## config.mk

```make
export PLATFORM = sky130hd
export DESIGN_NAME = data_mem_ctrl
export DESIGN_NICKNAME = d
export VERILOG_FILES = /design/src/rtl/data_mem_pkg.sv /design/src/rtl/data_mem_ctrl.sv
export SDC_FILE = /design/constraint.sdc
export NUM_CORES = 1
export LEC_CHECK = 0
export CORE_MARGIN = 2
export CORE_UTILIZATION = 50
export DETAILED_ROUTE_END_ITERATION = 6
export DONT_BUFFER_PORTS = 1
export SYNTH_ARGS = -nofsm -noshare
export SYNTH_HDL_FRONTEND = slang
export SYNTH_SLANG_ARGS = --single-unit
export TNS_END_PERCENT = 50
```

## constraint.sdc

```tcl
create_clock -name i_Clk_1 -period 2.9 [get_ports i_Clk_1]
set_clock_uncertainty 0.2 [all_clocks]
set_input_delay 0.58 -clock i_Clk_1 [delete_from_list [all_inputs] [get_ports i_Clk_1]]
set_output_delay 0.58 -clock i_Clk_1 [all_outputs]
set_load 0.01 [all_outputs]
```

## src/rtl/data_mem_pkg.sv

```systemverilog
// +----------------------------------------------------------------------------+
// | data_mem_pkg : shared types and constants for the data memory sequencer    |
// | Rev 1.0                                                                    |
// +----------------------------------------------------------------------------+
`default_nettype none

package data_mem_pkg;

    typedef enum logic [1:0] {
        ST_IDLE  = 2'd0,
        ST_READ  = 2'd1,
        ST_WRITE = 2'd2,
        ST_DONE  = 2'd3
    } state_e;

    localparam int RAM_READ_LATENCY = 1;

endpackage

`default_nettype wire

```

## src/rtl/data_mem_ctrl.sv

```systemverilog
// +----------------------------------------------------------------------------+
// | data_mem_ctrl : read-then-optional-write sequencer between the memory stage|
// | and a 1-cycle-latency single-port data RAM; stalls the pipeline meanwhile. |
// | Rev 1.0                                                                    |
// +----------------------------------------------------------------------------+
`default_nettype none

module data_mem_ctrl
    import data_mem_pkg::*;
#(
    parameter int ADDR_WIDTH = 10
) (
    input  logic                  i_Clk_1,
    input  logic                  i_Rst_1,
    input  logic                  i_ReqLoad_1,
    input  logic                  i_ReqStore_1,
    input  logic [31:0]           i_ReqAddr_32,
    input  logic [31:0]           i_ReqStoreData_32,
    output logic [31:0]           o_LoadData_32,
    output logic                  o_Stall_1,
    output logic                  o_AddrFault_1,
    output logic [ADDR_WIDTH-1:0] o_RamAddr_ADDR_WIDTH,
    output logic                  o_RamRe_1,
    output logic                  o_RamWe_1,
    output logic [31:0]           o_RamWData_32,
    input  logic [31:0]           i_RamRData_32
);

    state_e                  state_q, state_d;
    logic [ADDR_WIDTH-1:0]   idx_q, idx_d;
    logic                    is_store_q, is_store_d;
    logic [31:0]             load_data_q, load_data_d;
    logic                    fault_q, fault_d;

    logic                    w_valid;
    logic                    w_fault;
    logic [31:0]             w_hi_bits;
    logic [ADDR_WIDTH-1:0]   w_req_idx;

    logic                    w_stall;
    logic                    w_re;
    logic                    w_we;
    logic                    w_afault;
    logic [ADDR_WIDTH-1:0]   w_ram_addr;
    logic [31:0]             w_wdata;

    assign w_valid   = i_ReqLoad_1 | i_ReqStore_1;
    // Shift rather than slice so the check stays legal for any ADDR_WIDTH.
    assign w_hi_bits = i_ReqAddr_32 >> (ADDR_WIDTH + 2);
    assign w_fault   = |w_hi_bits;
    assign w_req_idx = i_ReqAddr_32[ADDR_WIDTH+1:2];

    always_ff @(posedge i_Clk_1 or posedge i_Rst_1) begin
        if (i_Rst_1) begin
            state_q     <= ST_IDLE;
            idx_q       <= '0;
            is_store_q  <= 1'b0;
            load_data_q <= 32'd0;
            fault_q     <= 1'b0;
        end else begin
            state_q     <= state_d;
            idx_q       <= idx_d;
            is_store_q  <= is_store_d;
            load_data_q <= load_data_d;
            fault_q     <= fault_d;
        end
    end

    always_comb begin
        state_d     = state_q;
        idx_d       = idx_q;
        is_store_d  = is_store_q;
        load_data_d = load_data_q;
        fault_d     = fault_q;
        w_stall     = 1'b0;
        w_re        = 1'b0;
        w_we        = 1'b0;
        w_afault    = 1'b0;
        w_ram_addr  = '0;
        w_wdata     = 32'd0;

        unique case (state_q)
            ST_IDLE: begin
                if (w_valid) begin
                    w_stall = 1'b1;
                    if (w_fault) begin
                        load_data_d = 32'd0;
                        fault_d     = 1'b1;
                        state_d     = ST_DONE;
                    end else begin
                        w_re       = 1'b1;
                        w_ram_addr = w_req_idx;
                        idx_d      = w_req_idx;
                        is_store_d = i_ReqStore_1;
                        state_d    = ST_READ;
                    end
                end
            end
            ST_READ: begin
                w_stall     = 1'b1;
                load_data_d = i_RamRData_32;
                state_d     = is_store_q ? ST_WRITE : ST_DONE;
            end
            ST_WRITE: begin
                // Store data is merged upstream from the word captured in READ.
                w_stall    = 1'b1;
                w_we       = 1'b1;
                w_ram_addr = idx_q;
                w_wdata    = i_ReqStoreData_32;
                state_d    = ST_DONE;
            end
            ST_DONE: begin
                w_afault = fault_q;
                fault_d  = 1'b0;
                state_d  = ST_IDLE;
            end
            default: state_d = ST_IDLE;
        endcase
    end

    // Mask live-request terms so outputs show reset values while reset is held.
    assign o_Stall_1            = w_stall & ~i_Rst_1;
    assign o_RamRe_1            = w_re & ~i_Rst_1;
    assign o_RamWe_1            = w_we & ~i_Rst_1;
    assign o_AddrFault_1        = w_afault & ~i_Rst_1;
    assign o_RamAddr_ADDR_WIDTH = i_Rst_1 ? '0 : w_ram_addr;
    assign o_RamWData_32        = i_Rst_1 ? 32'd0 : w_wdata;
    assign o_LoadData_32        = load_data_q;

endmodule

`default_nettype wire
```

==> results.md, run 1 <==
- Status: complete, no violations
- Setup CP Type: reg -> out
- Clk root buf: clkbuf_8
- Vias per inst: 6.34
- Setup WS pre-CTS: 0.115 ns
- CTS Hold Buffers Added: 0
- Synth-to-layout area growth: 7.31%
- Fillers: 417
- CTS max path bufs: 2
- WP buf/inv: 2
- Total routed wirelength: 5420 um
- # rows: 25
- Setup TNS: 0 ns
- Post-synthesis register bit count: 46
- Final Net Count: 304
- Final Cycle Share: 0.944
- Residual DRC: 0
- RSZ-0062 raised after global routing: false
- WHS: 0.101 ns
- Final GP Congestion: 0.841
- Initial core utilization: 0.511
- Non-Filler Instances: 254
- Mapped Avg Cell Area: 12.0 um^2
- Antenna viol nets, final: 0
- Crit end category: primary output
- Slew Viols, Final: 0
- Distinct cells, synth: 28
- PD cells: 912 nW/um^2
- Multi-input logic area: 1170 um^2
- First-pass GRT wire length: 7850 um
- Clk pin slew, worst setup/hold paths: 0.09 ns
- 1st-iter DRT viols: 46
- TritonCTS Buffers: 5
- Crit path DAT: 1.96 ns
- GRT Total Usage: 0.198
- Vias in the first global route: 1535
- H-tree Lvls: 2
- Critical path's top delay family: flip-flops
- Critical path fanouts, max: 8
- Largest net degree at the start of global routing: 47
- Drt wl/cell: 21.4 um
- Cell leakage power: 1.16 nW
- Final Setup Violations: 0
- Register area share after synthesis: 0.484
- Number of synthesis warnings: 0
- PortBufs: 0
- Area of the die: 5330 um^2
- Critical-path cell list: inv_1 -> ha_2 -> o21ai_2 -> nor4_4 -> buf_4 -> a22o_1
- Final setup margin: 0.162 ns
- TritonRoute pass-1 iters: 4
- Core Footprint: 4660 um^2
- Initial antenna violation count: 0
- Crit path depth: 6
- Max incr delay on CP: 0.43 ns
- Die Height: 73.0 um
- Worst hold path class: in -> async
- Most common cell after layout, fill and taps aside: dfrtp_1
- Post-synthesis instance total: 198
- Slowest CP cell: dfrtp_1
- Critical path required time: 2.12 ns
- Cell Area, Synth: 2380 um^2
- Relative slew slack: 0.219
- Dpl cells: 245
- Total grt overflow: 0
- IO Count: 178
- Synth Net Count: 303
- Final design utilization: 0.548
- CTS tree: yes
- Slew @ Worst Pin: 1.17 ns
- Hold Vio Cnt, Final: 0
- Worst reg2reg path depth: 6
- Die width: 73.0 um
- Clock Latency Late Sink: 0.29 ns
- Layout cells sized above 1: 0.195
- CTS sink cnt: 46
- Hpwl dp: 4170 um
- Max VDD drop: 0.459 mV
- MaxCap Viol Count: 0
- Ant. Diodes: 0
- FMAX: 0.365 GHz
- Most frequent cells in the layout: 46 x dfrtp_1, 40 x a22o_1, 36 x and2_1, 10 x mux2_4, 8 x buf_4
- Startpoint types: flip-flop
- Min Tclk post-route: 2.74 ns
- Register area: 1150 um^2
- DR vias: 1611
==> final cells by class <==
cell class,count,area share
flip-flops and latches,46,0.451
clock inverters,3,0.00833
inverters,5,0.00735
multi-input cells,133,0.457
clock buffers,5,0.0269
well taps,54,0.0265
repair buffers,8,0.0235
==> cells by family (layout without fill, tap and decap cells) <==
group	Yosys count	after routing	share of synthesized area
buffers and inverters	19	21	0.0331
muxes	10	10	0.0631
and+or+nand+nor	63	63	0.200
DFF	46	46	0.484
adders and majority gates	5	5	0.0263
AOI/OAI and AO/OA	55	55	0.194
==> synthesized netlist by cell type <==
| library cell | number | area (um^2) |
|---|---|---|
| nor4_1 | 1 | 6.26 |
| a21oi_1 | 3 | 15.0 |
| o21a_1 | 1 | 7.51 |
| o21ai_0 | 2 | 10.0 |
| nor2_1 | 7 | 26.3 |
| nand3_4 | 1 | 17.5 |
| a211oi_1 | 1 | 7.51 |
| nor3_1 | 4 | 20.0 |
| nor4_4 | 6 | 128 |
| a211oi_2 | 1 | 12.5 |
| nor3_4 | 1 | 16.3 |
| a22o_1 | 40 | 350 |
| clkbuf_1 | 8 | 30.0 |
| a211o_1 | 1 | 8.76 |
| o221ai_1 | 1 | 8.76 |
| nand2_1 | 3 | 11.3 |
| o21ai_1 | 1 | 5.00 |
| buf_2 | 6 | 30.0 |
| a41oi_1 | 3 | 26.3 |
| ha_1 | 5 | 62.6 |
| and2_1 | 36 | 225 |
| nand4_1 | 1 | 6.26 |
| nor2b_1 | 1 | 6.26 |
| and3_1 | 2 | 12.5 |
| a311o_1 | 1 | 10.0 |
| dfrtp_1 | 46 | 1150 |
| inv_1 | 5 | 18.8 |
| mux2_4 | 10 | 150 |
==> timing repair <==
action / in CTS / in global routing
gates resized for setup: 1 / 1
endpoints found under the setup margin: 8 / 39
setup buffers: 1 / 0
pin swaps: 1 / 0
cloned: 0 / 0
==> final timing paths <==
path	startpoint	to	slack (ns)
worst max register to register	state_q[1]$_DFFE_PP0P_	o_LoadData_32[30]$_DFFE_PP0P_	0.27
max in group asynchronous	i_Rst_1	o_LoadData_32[29]$_DFFE_PP0P_	2.00
worst max-delay path	state_q[1]$_DFFE_PP0P_	o_RamAddr_ADDR_WIDTH[3]	0.16
worst min register to register	idx_q[0]$_DFFE_PP0P_	idx_q[0]$_DFFE_PP0P_	0.31
min in group i_Clk_1	i_RamRData_32[13]	o_LoadData_32[13]$_DFFE_PP0P_	0.21
worst min-delay path	i_Rst_1	fault_q$_DFFE_PP0P_	0.10
==> layer usage <==
metal | wire length, um | GRT usage | share of wire | up-vias
met4 | 18 | 0.0494 | 0.0033 | 0
met2 | 2630 | 0.306 | 0.49 | 95
met5 | 0 | 0 | 0 | -
met1 | 2290 | 0.269 | 0.42 | 786
met3 | 483 | 0.0691 | 0.089 | 2
li1 | - | - | - | 728
==> worst reg2reg max path, delay by kind of cell (launching register included) <==
| family | cells | cell delay [ns] |
|---|---|---|
| compound gates | 4 | 1.54 |
| flops | 1 | 0.43 |
| fa+ha+maj | 1 | 0.26 |
| buf+inv | 1 | 0.13 |
==> where the power goes <==
part | internal (mW) | total, mW | switching [mW]
clock | 0.169 | 0.384 | 0.215
combinational | 0.384 | 0.902 | 0.519
sequential | 0.831 | 1.04 | 0.211
total | 1.38 | 2.33 | 0.944
==> metrics by stage <==
step | area (um^2) | power [mW]
4_1_cts | 2550 | 2.36
3_5_place_dp | 2450 | 1.96
2_1_floorplan | 2380 | 1.77
6_report | 2550 | 2.33
5_1_grt | 2550 | 2.52
3_3_place_gp | 2450 | 1.91
==> sequential cells by signal, indices dropped and copies added (netlist names) <==
name / count
is_store_q: 1
fault_q: 1
state_q: 2
o_LoadData_32: 32
idx_q: 10
Power figures use the tool's default switching activity.
==> run 2: changes to the inputs <==
--- a/config.mk
+++ b/config.mk
@@ -5,10 +5,13 @@
 export SDC_FILE = /design/constraint.sdc
 export NUM_CORES = 1
 export LEC_CHECK = 0
+export CELL_PAD_IN_SITES_DETAIL_PLACEMENT = 0
+export CELL_PAD_IN_SITES_GLOBAL_PLACEMENT = 1
 export CORE_MARGIN = 2
-export CORE_UTILIZATION = 50
+export CORE_UTILIZATION = 45
 export DETAILED_ROUTE_END_ITERATION = 6
 export DONT_BUFFER_PORTS = 1
+export PLACE_DENSITY_LB_ADDON = 0.1
 export SYNTH_ARGS = -nofsm -noshare
 export SYNTH_HDL_FRONTEND = slang
 export SYNTH_SLANG_ARGS = --single-unit
==> run 2 against run 1 <==
Utilization decreased by 4.4 points. Worst hold slack improved by 0.0066 ns. Via count increased by 0.62%. Routed wire length increased by 3.7%. Critical path depth unchanged. Final cell count increased by 5.5%. Setup slack got worse by 0.037 ns. Die area increased by 10%.
==> results.md, run 2 (synthesis results as in run 1) <==
- Hold Vio Cnt, Final: 0 (unchanged)
- Critical path fanouts, max: 8 (unchanged)
- Final Net Count: 302 (-0.66%)
- Drt wl/cell: 21.0 um (-1.7%)
- FMAX: 0.360 GHz (-1.3%)
- Initial antenna violation count: 0 (unchanged)
- TritonCTS Buffers: 5 (unchanged)
- Crit end category: primary output
- Most common cell after layout, fill and taps aside: dfrtp_1
- Final setup margin: 0.125 ns (-0.0372 ns)
- Busiest grt layer: met2
- PortBufs: 0 (unchanged)
- Total routed wirelength: 5630 um (+3.7%)
- Setup TNS: 0 ns (unchanged)
- Clock Latency Late Sink: 0.29 ns (about the same)
- Most frequent cells in the layout: 46 x dfrtp_1, 40 x a22o_1, 36 x and2_1, 10 x mux2_4
- Antenna viol nets, final: 0 (unchanged)
- H-tree Lvls: 2 (unchanged)
- Total grt overflow: 0 (unchanged)
- Slew Viols, Final: 0 (unchanged)
- Met1 Use GR: 0.211 (-0.0581)
- Residual DRC: 0 (unchanged)
- PD cells: 922 nW/um^2 (+1.2%)
- Startpoint types: flip-flop
- WHS: 0.108 ns (+0.00661 ns)
- Largest register FFs: 32 (unchanged)
- CTS tree: yes
- Core Footprint: 5110 um^2 (+9.6%)
- Final Cycle Share: 0.957 (+0.0128)
- Final Setup Violations: 0 (unchanged)
- Max VDD drop: 0.568 mV (+24%)
- Dpl cell area: 2460 um^2 (+0.51%)
- Cell leakage power: 1.16 nW (about the same)
- Setup CP Type: reg -> out
- Hpwl dp: 4280 um (+2.7%)
- TritonRoute pass-1 iters: 3 (-1)
- Initial core utilization: 0.466 (-0.0447)
- Vias in the first global route: 1665 (+8.5%)
- Die width: 76.7 um (+5.1%)
- Vias per inst: 6.05 (-4.6%)
- CTS sink cnt: 46 (unchanged)
- Area of the die: 5890 um^2 (+10%)
- RSZ-0062 raised after global routing: false
- Status: complete, no violations
- Largest net degree at the start of global routing: 47 (unchanged)
- Synth-to-layout area growth: 8.15%
- Clk root buf: clkbuf_8
- Post-route cell area: 2570 um^2 (+0.78%)
- # rows: 26 (+4.0%)
- GRT Total Usage: 0.186 (-0.0121)
- Crit path DAT: 1.99 ns (+0.03 ns)
- Setup WS pre-CTS: 0.0996 ns (-0.0153 ns)
- Critical path required time: 2.12 ns (about the same)
- Clk pin slew, worst setup/hold paths: 0.08 ns (about the same)
- Relative slew slack: 0.233 (+0.0131)
- Met3 Use GR: 0.0718 (+0.00270)
- Die Height: 76.7 um (+5.1%)
- First-pass GRT wire length: 8580 um (+9.2%)
- Met2 GRT Util: 0.325 (+0.0191)
- Final GP Congestion: 0.785 (-6.6%)
- CTS Hold Buffers Added: 0 (unchanged)
- MaxCap Viol Count: 0 (unchanged)
- Worst hold path class: in -> async
- DR vias: 1621 (+0.62%)
- CTS max path bufs: 2 (unchanged)
- Ant. Diodes: 0 (unchanged)
- Min Tclk post-route: 2.77 ns (+0.0372 ns)
- Slew @ Worst Pin: 1.15 ns (-0.0197 ns)
- Layout cells sized above 1: 0.187 (-0.00813)
- IO Count: 178 (unchanged)
- 1st-iter DRT viols: 37 (-20%)
-- run 2: timing repair --
| item | CTS | global route |
|---|---|---|
| setup endpoints to repair | 7 | 39 |
| buffers inserted | 0 | 0 |
| pin swaps | 0 | 0 |
| gates resized for setup | 1 | 1 |
-- run 2: through the flow --
stage / util / power (mW) / cells
after detailed placement: 0.482 / 1.97 / 260
after floorplan: - / 1.77 / 198
final: 0.504 / 2.37 / 268
after global placement: 0.482 / 1.92 / 260
after global routing: 0.504 / 2.55 / 268
after CTS: 0.503 / 2.40 / 268
-- run 2: metal layers --
layer / vias up / part of all wire / routed length [um]
met5: - / 0 / 0
met4: 0 / 0.014 / 76
met3: 10 / 0.092 / 518
met2: 103 / 0.52 / 2910
met1: 786 / 0.38 / 2120
li1: 722 / - / -
-- run 2: worst paths after layout --
path | from | to | slack [ns] | cells past startpoint
setup / recovery | state_q[1]$_DFFE_PP0P_ | o_RamAddr_ADDR_WIDTH[4] | 0.13 | 6
hold / removal | i_Rst_1 | fault_q$_DFFE_PP0P_ | 0.11 | 2
setup reg to reg | state_q[1]$_DFFE_PP0P_ | o_LoadData_32[15]$_DFFE_PP0P_ | 0.27 | 6
hold reg to reg | idx_q[0]$_DFFE_PP0P_ | idx_q[0]$_DFFE_PP0P_ | 0.31 | 1
max in group asynchronous | i_Rst_1 | o_LoadData_32[15]$_DFFE_PP0P_ | 2.01 | 2
min in group i_Clk_1 | i_RamRData_32[17] | o_LoadData_32[17]$_DFFE_PP0P_ | 0.21 | 1
-- run 2: cell type report --
class | count | area (um^2)
fill | 465 | 2530
multi-input combinational | 133 | 1170
sequential | 46 | 1150
clock buffer | 7 | 96.3
tap | 70 | 87.6
timing repair buffer | 6 | 45.0
inverter | 5 | 18.8
clock inverter | 1 | 8.76
-- run 2: worst max-delay path, cell delays in order, from the launching register on --
cell     delay (ns)
dfrtp_1        0.44
inv_1          0.13
ha_2           0.27
o21ai_2        0.14
nor4_4         0.28
buf_4          0.22
a22o_1         0.21
-- run 2: power breakdown --
group / internal, mW / total (mW) / switching [mW]
Combinational: 0.383 / 0.904 / 0.521
Clock: 0.218 / 0.425 / 0.206
Sequential: 0.831 / 1.04 / 0.214
